File: config.mk
export PLATFORM = sky130hd
export DESIGN_NAME = io_port_bridge
export DESIGN_NICKNAME = d
export VERILOG_FILES = /design/src/rtl/io_port_pkg.sv /design/src/rtl/io_sync_fifo.sv /design/src/rtl/io_port_bridge.sv
export SDC_FILE = /design/constraint.sdc
export NUM_CORES = 1
export LEC_CHECK = 0
export ABC_CLOCK_PERIOD_IN_PS = 2800
export BUFFER_PORTS_ARGS = -buffer_cell sky130_fd_sc_hd__buf_2
export CAP_MARGIN = 10
export CORE_ASPECT_RATIO = 0.6
export CORE_MARGIN = 1
export CORE_UTILIZATION = 43
export CTS_CLUSTER_DIAMETER = 50
export DETAILED_ROUTE_END_ITERATION = 8
export SYNTH_ARGS = -nofsm -noshare
export SYNTH_HDL_FRONTEND = slang
export SYNTH_HIERARCHICAL = 1
export SYNTH_SLANG_ARGS = --single-unit
File: constraint.sdc
create_clock -name clk -period 2.8 [get_ports clk]
set_input_delay 0.56 -clock clk [delete_from_list [all_inputs] [get_ports clk]]
set_output_delay 0.56 -clock clk [all_outputs]
set_load 0.02 [all_outputs]
File: src/rtl/io_port_pkg.sv
// Shared constants, IRQ state encoding and a clog2 helper for the I/O port bridge.
package io_port_pkg;

    localparam int DATA_W_DEFAULT = 16;

    typedef enum logic [1:0] {
        IDLE   = 2'd0,
        ASSERT = 2'd1,
        WAIT   = 2'd2
    } irq_state_t;

    function automatic int clog2(input int value);
        int result;
        result = 0;
        while ((1 << result) < value) result++;
        return result;
    endfunction

endpackage

File: src/rtl/io_sync_fifo.sv
// Synchronous FIFO with wrap-bit pointers; push when full and pop when empty are ignored.
// rdata reads as zero while the FIFO is empty.
module io_sync_fifo
    import io_port_pkg::*;
#(
    parameter int WIDTH = DATA_W_DEFAULT,
    parameter int DEPTH = 4
) (
    input  logic                   clk,
    input  logic                   reset,
    input  logic                   push,
    input  logic                   pop,
    input  logic [WIDTH-1:0]       wdata,
    output logic [WIDTH-1:0]       rdata,
    output logic                   full,
    output logic                   empty,
    output logic [clog2(DEPTH):0]  count
);

    localparam int AW = clog2(DEPTH);

    logic [WIDTH-1:0] mem [DEPTH];
    logic [AW:0]      wr_ptr;
    logic [AW:0]      rd_ptr;
    logic             do_push;
    logic             do_pop;

    assign empty   = (wr_ptr == rd_ptr);
    assign full    = (wr_ptr == {~rd_ptr[AW], rd_ptr[AW-1:0]});
    assign count   = wr_ptr - rd_ptr;
    assign do_push = push && !full;
    assign do_pop  = pop && !empty;
    assign rdata   = empty ? '0 : mem[rd_ptr[AW-1:0]];

    always_ff @(posedge clk) begin
        if (reset) begin
            wr_ptr <= '0;
            rd_ptr <= '0;
        end else begin
            if (do_push) wr_ptr <= wr_ptr + (AW+1)'(1);
            if (do_pop)  rd_ptr <= rd_ptr + (AW+1)'(1);
        end
    end

    // Storage needs no reset; the pointers alone define what is valid.
    always_ff @(posedge clk) begin
        if (do_push) mem[wr_ptr[AW-1:0]] <= wdata;
    end

endmodule

File: src/rtl/io_port_bridge.sv
// Bridge between the core's In_Port/Out_Port and a valid/ready host interface.
// Defining IO_LOOPBACK_EN adds lb_en, which routes OUT words back into the input FIFO.
//   state  | meaning
//   IDLE   | no request pending, waiting for the input FIFO to go non-empty
//   ASSERT | irq high, counting out IRQ_LEN cycles
//   WAIT   | pulse finished, waiting for the input FIFO to drain
module io_port_bridge
    import io_port_pkg::*;
#(
    parameter int DATA_W    = DATA_W_DEFAULT,
    parameter int IN_DEPTH  = 4,
    parameter int OUT_DEPTH = 4,
    parameter int IRQ_LEN   = 2
) (
    input  logic              clk,
    input  logic              reset,
`ifdef IO_LOOPBACK_EN
    input  logic              lb_en,
`endif
    input  logic [DATA_W-1:0] cpu_out_data,
    input  logic              cpu_out_wr,
    output logic [DATA_W-1:0] cpu_in_data,
    input  logic              cpu_in_rd,
    input  logic [DATA_W-1:0] host_in_data,
    input  logic              host_in_valid,
    output logic              host_in_ready,
    output logic [DATA_W-1:0] host_out_data,
    output logic              host_out_valid,
    input  logic              host_out_ready,
    output logic              irq,
    output logic              ovf_err,
    output logic              udf_err
);

    localparam int IN_CW  = clog2(IN_DEPTH) + 1;
    localparam int OUT_CW = clog2(OUT_DEPTH) + 1;
    localparam int CNT_W  = clog2(IRQ_LEN) + 1;

    logic              in_full, in_empty, in_push, in_pop;
    logic [DATA_W-1:0] in_wdata;
    logic [IN_CW-1:0]  in_count;
    logic              out_full, out_empty, out_push, out_pop;
    logic [DATA_W-1:0] out_rdata;
    logic [OUT_CW-1:0] out_count;
    logic              lb_active, lb_move;
    logic              unused_counts;

    irq_state_t        state, state_nx;
    logic [CNT_W-1:0]  cnt, cnt_nx;

`ifdef IO_LOOPBACK_EN
    logic lb_q;
    always_ff @(posedge clk) begin
        if (reset) lb_q <= 1'b0;
        else       lb_q <= lb_en;
    end
    assign lb_active = lb_q;
`else
    assign lb_active = 1'b0;
`endif

    assign lb_move       = lb_active && !out_empty && !in_full;

    assign host_in_ready = !in_full && !lb_active;
    assign in_push       = (host_in_valid && host_in_ready) || lb_move;
    assign in_wdata      = lb_move ? out_rdata : host_in_data;
    assign in_pop        = cpu_in_rd && !in_empty;

    // A full output FIFO drops the OUT word even if the host pops in the same cycle.
    assign host_out_valid = !out_empty && !lb_active;
    assign host_out_data  = out_rdata;
    assign out_push       = cpu_out_wr && !out_full;
    assign out_pop        = (host_out_valid && host_out_ready) || lb_move;

    assign unused_counts  = ^{in_count, out_count};

    io_sync_fifo #(.WIDTH(DATA_W), .DEPTH(IN_DEPTH)) u_in_fifo (
        .clk   (clk),
        .reset (reset),
        .push  (in_push),
        .pop   (in_pop),
        .wdata (in_wdata),
        .rdata (cpu_in_data),
        .full  (in_full),
        .empty (in_empty),
        .count (in_count)
    );

    io_sync_fifo #(.WIDTH(DATA_W), .DEPTH(OUT_DEPTH)) u_out_fifo (
        .clk   (clk),
        .reset (reset),
        .push  (out_push),
        .pop   (out_pop),
        .wdata (cpu_out_data),
        .rdata (out_rdata),
        .full  (out_full),
        .empty (out_empty),
        .count (out_count)
    );

    always_ff @(posedge clk) begin
        if (reset) begin
            ovf_err <= 1'b0;
            udf_err <= 1'b0;
        end else begin
            if (cpu_out_wr && out_full) ovf_err <= 1'b1;
            if (cpu_in_rd && in_empty)  udf_err <= 1'b1;
        end
    end

    always_ff @(posedge clk) begin
        if (reset) begin
            state <= IDLE;
            cnt   <= '0;
            irq   <= 1'b0;
        end else begin
            state <= state_nx;
            cnt   <= cnt_nx;
            irq   <= (state_nx == ASSERT);
        end
    end

    always_comb begin
        state_nx = state;
        cnt_nx   = cnt;
        case (state)
            IDLE: begin
                if (in_push && in_empty) begin
                    state_nx = ASSERT;
                    cnt_nx   = CNT_W'(IRQ_LEN - 1);
                end
            end
            ASSERT: begin
                if (cnt == '0) state_nx = WAIT;
                else           cnt_nx   = cnt - CNT_W'(1);
            end
            WAIT: begin
                if (in_empty) state_nx = IDLE;
            end
            default: state_nx = IDLE;
        endcase
    end

endmodule
==> results of run 1 <==
## power by group
group | switching, W | internal, W | leakage, nW
Sequential | 0.000155 | 0.00288 | 1.36
Combinational | 0.00191 | 0.00130 | 1.02
Clock | 0.000950 | 0.00127 | 0.284
## state kept, by name (all words and copies together), names as in the netlist, named ones only
register and flops:
u_in_fifo/wr_ptr 3, ovf_err 1, u_out_fifo/mem 64, u_in_fifo/rd_ptr 3, state 2, u_in_fifo/mem 64, irq 1, u_out_fifo/rd_ptr 3
cnt 2, udf_err 1, u_out_fifo/wr_ptr 3
## worst max-delay path, stage by stage, from the launching register on
cell and delay, ns:
dfxtp_4 0.37, inv_1 0.07, ha_1 0.34, nand2_1 0.14
and2b_1 0.26, buf_6 0.19, nor2b_1 0.17, buf_4 0.17
## per-stage QoR
stage | total power (W) | util [%] | hold slack, ns | area (sq um)
floorplan | 0.00524 | - | 0.470 | 6270
global placement | 0.00624 | 49.7 | 0.447 | 6930
global route | 0.00899 | 54.0 | 0.341 | 7530
finish | 0.00846 | 54.0 | 0.360 | 7540
CTS | 0.00857 | 53.9 | 0.344 | 7520
detailed placement | 0.00629 | 49.7 | 0.456 | 6930
## final cells by class
cell class              instances  area, sq um
flip-flops and latches        151         4310
well taps                     192          240
clock inverters                14          153
inverters                      12         45.0
fillers                      1144         6420
multi-input cells             183         1830
diodes                          1         2.50
repair buffers                 92          529
clock buffers                  18          429
## layer usage
| metal | wire (um) | track usage [%] | up-vias | part of all wire (%) |
|---|---|---|---|---|
| li1 | - | - | 1623 | - |
| met1 | 5820 | 23.1 | 1719 | 52 |
| met2 | 4980 | 24.2 | 62 | 44 |
| met3 | 421 | 4.41 | 7 | 3.7 |
| met4 | 60 | 6.07 | 0 | 0.53 |
| met5 | 0 | 0 | - | 0 |
## what timing repair did
item                                    CTS  global route
gates resized for setup                   3             5
endpoints found under the setup margin   16            25
pin swaps                                 0             0
endpoints found under the hold margin     0             0
## final timing paths
check	startpoint	endpoint	slack, ns	cells after the start
worst max-delay path	u_in_fifo/wr_ptr[0]	cpu_in_data[1]	0.12	7
worst min-delay path	cpu_out_data[9]	u_out_fifo/mem[2][9]	0.36	1
worst max register to register	u_out_fifo/wr_ptr[0]	flip-flop	0.40	8
worst min register to register	udf_err	udf_err	0.48	2
==> load_flow_metrics.sql, run 1 <==
INSERT INTO impl_metrics (metric_group, metric, value, unit) VALUES
('route', 'via_cell_ratio', '5.14', ''),
('route', 'detail_route.drc_violations', '0', ''),
('synth', 'synthesis.area', '6270', 'sq um'),
('placed_design', 'gp_routability_congestion', '0.794', ''),
('clock_network', 'tritoncts', 'done', ''),
('cells_and_area', 'flow.area_growth_from_synthesis', '20.1', '%'),
('job', 'drv.max_cap_violation_count', '0', ''),
('sta', 'tightest_slew', '0.522', 'ns'),
('setup_path', 'worst_ep_arrival_time', '2.12', 'ns'),
('synth', 'synth-warning-count', '6', ''),
('sta', 'worst_slew_margin_rel', '65.0', '%'),
('route', 'first_pass_iters', '4', ''),
('route', 'route.detailed.wl_per_inst', '17.0', 'um'),
('die', 'die_h', '95.6', 'um'),
('pwr', 'power.leakage', '2.67', 'nW'),
('run_status', 'status', 'finished, final reports clean', ''),
('cells_and_area', 'layout.cells.most_common', 'edfxtp_1', ''),
('die', 'die_w', '158', 'um'),
('route', 'route.vias.total', '3411', ''),
('clock_network', 'clock_sinks', '151', ''),
('sta', 'finalHoldViolCount', '0', ''),
('placed_design', 'detailedPlacementHpwl', '7480', 'um'),
('setup_path', 'startpoint_type', 'flip-flop', ''),
('sta', 'min_period_over_period', '95.8', '%'),
('cells_and_area', 'final_layout_size_suffix_gt1_share', '34.5', '%'),
('global_routing', 'grt_antenna_before_repair', '1', ''),
('setup_path', 'worst-path-max-fanout', '16', ''),
('placed_design', 'place.port_buffers', '74', ''),
('die', 'die_area', '15100', 'sq um'),
('clock_network', 'clk-insertion-delay-late', '0.42', 'ns'),
('route', 'initialDrtViolationCount', '180', ''),
('clock_network', 'cts.repair_timing.setup_buffer_count', '0', ''),
('setup_path', 'path_type_of_the_worst_setup_path', 'flip-flop to output port', ''),
('placed_design', 'place_inst', '630', ''),
('sta', 'slew_violations', '0', ''),
('global_routing', 'grt_pass1_vias', '3412', ''),
('global_routing', 'grt_usage', '16.4', '%'),
('clock_network', 'clk_pin_slew', '0.07', 'ns'),
('synth', 'gate_count_of_the_mapped_netlist', '364', ''),
('route', 'route.final.wire_length', '11300', 'um'),
('setup_path', 'cp-end-kind', 'output port', ''),
('clock_network', 'ctsHoldBuffers', '0', ''),
('cells_and_area', 'mostFrequentLayoutCells', 'edfxtp_1, buf_2, nor2b_1, mux4_2, dfxtp_1', ''),
('clock_network', 'ctsHtreeMaxLevel', '4', ''),
('sta', 'final_period_minus_worst_setup_slack', '2.68', 'ns'),
('clock_network', 'cts-root-buf', 'clkbuf_16', ''),
('sta', 'finalSetupTns', '0', 'ns'),
('die', 'start_util', '44.9', '%'),
('sta', 'setup_violations', '0', ''),
('setup_path', 'worstPathRequired', '2.24', 'ns'),
('route', 'route.antenna.remaining_nets', '0', ''),
('global_routing', 'grt_max_degree', '19', ''),
('cells_and_area', 'finalNonFillerCells', '663', ''),
('sta', 'clock_skew', '0.0115', 'ns'),
('die', 'design.core.area', '14000', 'sq um'),
('clock_network', 'cts_inserted_buffers', '17', ''),
('synth', 'post_synth.cell_area_avg', '17.2', 'sq um'),
('placed_design', 'post-place-ws', '0.326', 'ns'),
('pwr', 'power.density', '1120', 'nW/um^2'),
('global_routing', 'grt_overflow_total', '0', ''),
('die', 'top_level_ports', '75', ''),
('synth', 'synth_fp_nets', '417', ''),
('die', 'placementRows', '33', ''),
('sta', 'timing.final.ws_setup', '0.117', 'ns'),
('sta', 'max_clock_freq', '373', 'MHz'),
('pwr', 'irDropWorstVdd', '0.000451', 'V'),
('hold_path', 'min-delay-path-class', 'primary input to flip-flop', ''),
('cells_and_area', 'final_nets', '510', ''),
('clock_network', 'cts-root-to-sink-buffers', '2', ''),
('global_routing', 'first_pass_grt_wire_length', '17900', 'um');
(Power assumes the default switching activity.)
==> run 2: changes to the inputs <==
--- a/config.mk
+++ b/config.mk
@@ -5,6 +5,7 @@
 export SDC_FILE = /design/constraint.sdc
 export NUM_CORES = 1
 export LEC_CHECK = 0
+export ABC_AREA = 1
 export ABC_CLOCK_PERIOD_IN_PS = 2800
 export BUFFER_PORTS_ARGS = -buffer_cell sky130_fd_sc_hd__buf_2
 export CAP_MARGIN = 10
==> load_flow_metrics.sql, run 2 <==
INSERT INTO impl_metrics (metric_group, metric, value, unit) VALUES
('hold_path', 'min-delay-path-class', 'primary input to flip-flop', ''),
('job', 'drv.max_cap_violation_count', '0', ''),
('route', 'routed-wl-met3', '494', 'um'),
('route', 'wirelength_met1', '6510', 'um'),
('setup_path', 'path_type_of_the_worst_setup_path', 'flip-flop to output port', ''),
('run_status', 'status', 'finished, final reports clean', ''),
('clock_network', 'clk_pin_slew', '0.07', 'ns'),
('sta', 'tightest_slew', '0.500', 'ns'),
('cells_and_area', 'final_layout_size_suffix_gt1_share', '24.4', '%'),
('cells_and_area', 'fillCellCount', '1261', ''),
('cells_and_area', 'mostFrequentLayoutCells', 'nor2_1, edfxtp_1, buf_2, o21ai_0, inv_1', ''),
('placed_design', 'place.port_buffers', '74', ''),
('cells_and_area', 'flow.area_growth_from_synthesis', '17.2', '%'),
('sta', 'timing.final.ws_setup', '0.241', 'ns'),
('global_routing', 'grt_usage', '17.8', '%'),
('die', 'start_util', '44.3', '%'),
('clock_network', 'cts-resized-gates', '0', ''),
('die', 'die_area', '15500', 'sq um'),
('setup_path', 'worstPathRequired', '2.24', 'ns'),
('sta', 'worst_slew_margin_rel', '66.6', '%'),
('die', 'top_level_ports', '75', ''),
('synth', 'synth-warning-count', '6', ''),
('synth', 'synth_fp_nets', '621', ''),
('setup_path', 'startpoint_type', 'flip-flop', ''),
('global_routing', 'grt_overflow_total', '0', ''),
('pwr', 'power.density', '860', 'nW/um^2'),
('route', 'route.antenna.remaining_nets', '0', ''),
('global_routing', 'grt_max_degree', '33', ''),
('placed_design', 'post-place-ws', '0.479', 'ns'),
('clock_network', 'ctsHoldBuffers', '0', ''),
('setup_path', 'worst-path-max-fanout', '22', ''),
('die', 'design.core.area', '14600', 'sq um'),
('placed_design', 'detailedPlacementHpwl', '8370', 'um'),
('clock_network', 'cts_inserted_buffers', '17', ''),
('clock_network', 'cts-root-to-sink-buffers', '2', ''),
('clock_network', 'ctsHtreeMaxLevel', '4', ''),
('route', 'highest-signal-layer', 'met5', ''),
('clock_network', 'clk-insertion-delay-late', '0.42', 'ns'),
('setup_path', 'r2r_slack', '0.45', 'ns'),
('sta', 'grt_setup_unrepaired', 'no', ''),
('sta', 'setup_violations', '0', ''),
('setup_path', 'worst_ep_arrival_time', '2.00', 'ns'),
('route', 'first_pass_iters', '5', ''),
('global_routing', 'grt_antenna_before_repair', '1', ''),
('die', 'placementRows', '34', ''),
('clock_network', 'tritoncts', 'done', ''),
('cells_and_area', 'insertedDiodeCount', '0', ''),
('sta', 'finalHoldViolCount', '0', ''),
('route', 'initialDrtViolationCount', '312', ''),
('route', 'route.detailed.wl_per_inst', '14.8', 'um'),
('sta', 'max_clock_freq', '391', 'MHz'),
('cells_and_area', 'layout.cells.most_common', 'nor2_1', ''),
('pwr', 'power.leakage', '2.98', 'nW'),
('clock_network', 'cts.repair_timing.setup_buffer_count', '0', ''),
('setup_path', 'cp-end-kind', 'output port', ''),
('sta', 'finalSetupTns', '0', 'ns'),
('route', 'detail_route.drc_violations', '0', ''),
('global_routing', 'first_pass_grt_wire_length', '21100', 'um'),
('sta', 'final_period_minus_worst_setup_slack', '2.56', 'ns'),
('route', 'route.final.wire_length', '12800', 'um'),
('route', 'route.vias.total', '4155', ''),
('clock_network', 'clock_sinks', '151', ''),
('die', 'die_h', '97.0', 'um'),
('die', 'die_w', '160', 'um'),
('synth', 'post_synth.cell_area_avg', '11.4', 'sq um'),
('sta', 'min_period_over_period', '91.4', '%'),
('route', 'met2WireLength', '5680', 'um'),
('sta', 'hold_slack', '0.361', 'ns'),
('cells_and_area', 'final_nets', '705', ''),
('clock_network', 'cts-root-buf', 'clkbuf_16', ''),
('sta', 'clock_skew', '0.0131', 'ns'),
('placed_design', 'gp_routability_congestion', '0.822', ''),
('route', 'via_cell_ratio', '4.81', ''),
('global_routing', 'grt_pass1_vias', '4165', ''),
('pwr', 'irDropWorstVdd', '0.000437', 'V'),
('sta', 'slew_violations', '0', ''),
('synth', 'synthesis.area', '6460', 'sq um'),
('synth', 'gate_count_of_the_mapped_netlist', '568', '');
[run 2: changes by cell type in the layout (fill, tap and decap cells not counted), sizes merged, moves of 6 or more]
cell and change:
nor2 +152, o21ai +64, a21oi +43, nor2b -38, inv +36, mux4 -32, nand2 +26, nand3 +12
nor3b -9, and2 -8, o311ai -6
[run 2: area by class of cell]
| cell class | instances | area (sq um) | area share (%) |
|---|---|---|---|
| sequential | 151 | 4300 | 56.8 |
| multi-input combinational | 345 | 1760 | 23.3 |
| timing repair buffer | 87 | 468 | 6.18 |
| clock buffer | 17 | 425 | 5.62 |
| tap | 198 | 248 | 3.27 |
| inverter | 50 | 203 | 2.68 |
| clock inverter | 15 | 161 | 2.13 |
[run 2: report_power, final]
| group | switching [W] | total [W] | internal, W |
|---|---|---|---|
| Clock | 0.000979 | 0.00224 | 0.00127 |
| Combinational | 0.00110 | 0.00160 | 0.000500 |
| Sequential | 0.0000759 | 0.00267 | 0.00259 |
[run 2: final timing paths]
path / from / end / depth (start not counted)
min: cpu_out_data[8] / u_out_fifo/mem[1][8] / 1
max: flip-flop / cpu_in_data[6] / 6
min reg2reg: ovf_err / ovf_err / 2
max reg2reg: u_out_fifo/wr_ptr[0] / u_out_fifo/mem[3][5] / 12
[run 2: through the flow]
stage               std cells  cell area [sq um]  util (%)  power, W
floorplan                 568               6460         -   0.00394
global placement          831               6990      47.9   0.00430
detailed placement        831               6990      47.9   0.00433
CTS                       863               7570      51.9   0.00657
global route              863               7570      51.9   0.00686
finish                    863               7570      51.9   0.00652
[run 2: layer usage]
metal,vias up,track usage (%)
li1,2097,-
met5,-,0
met1,1970,25.1
met3,14,4.03
met2,72,27.2
met4,2,5.79
[run 2: critical path, stage by stage, from the launching register on]
cell and delay [ns]:
dfxtp_1 0.58, buf_4 0.35, nor2_1 0.08, nor2_1 0.09, o21ai_0 0.10, a21oi_2 0.20, buf_2 0.19
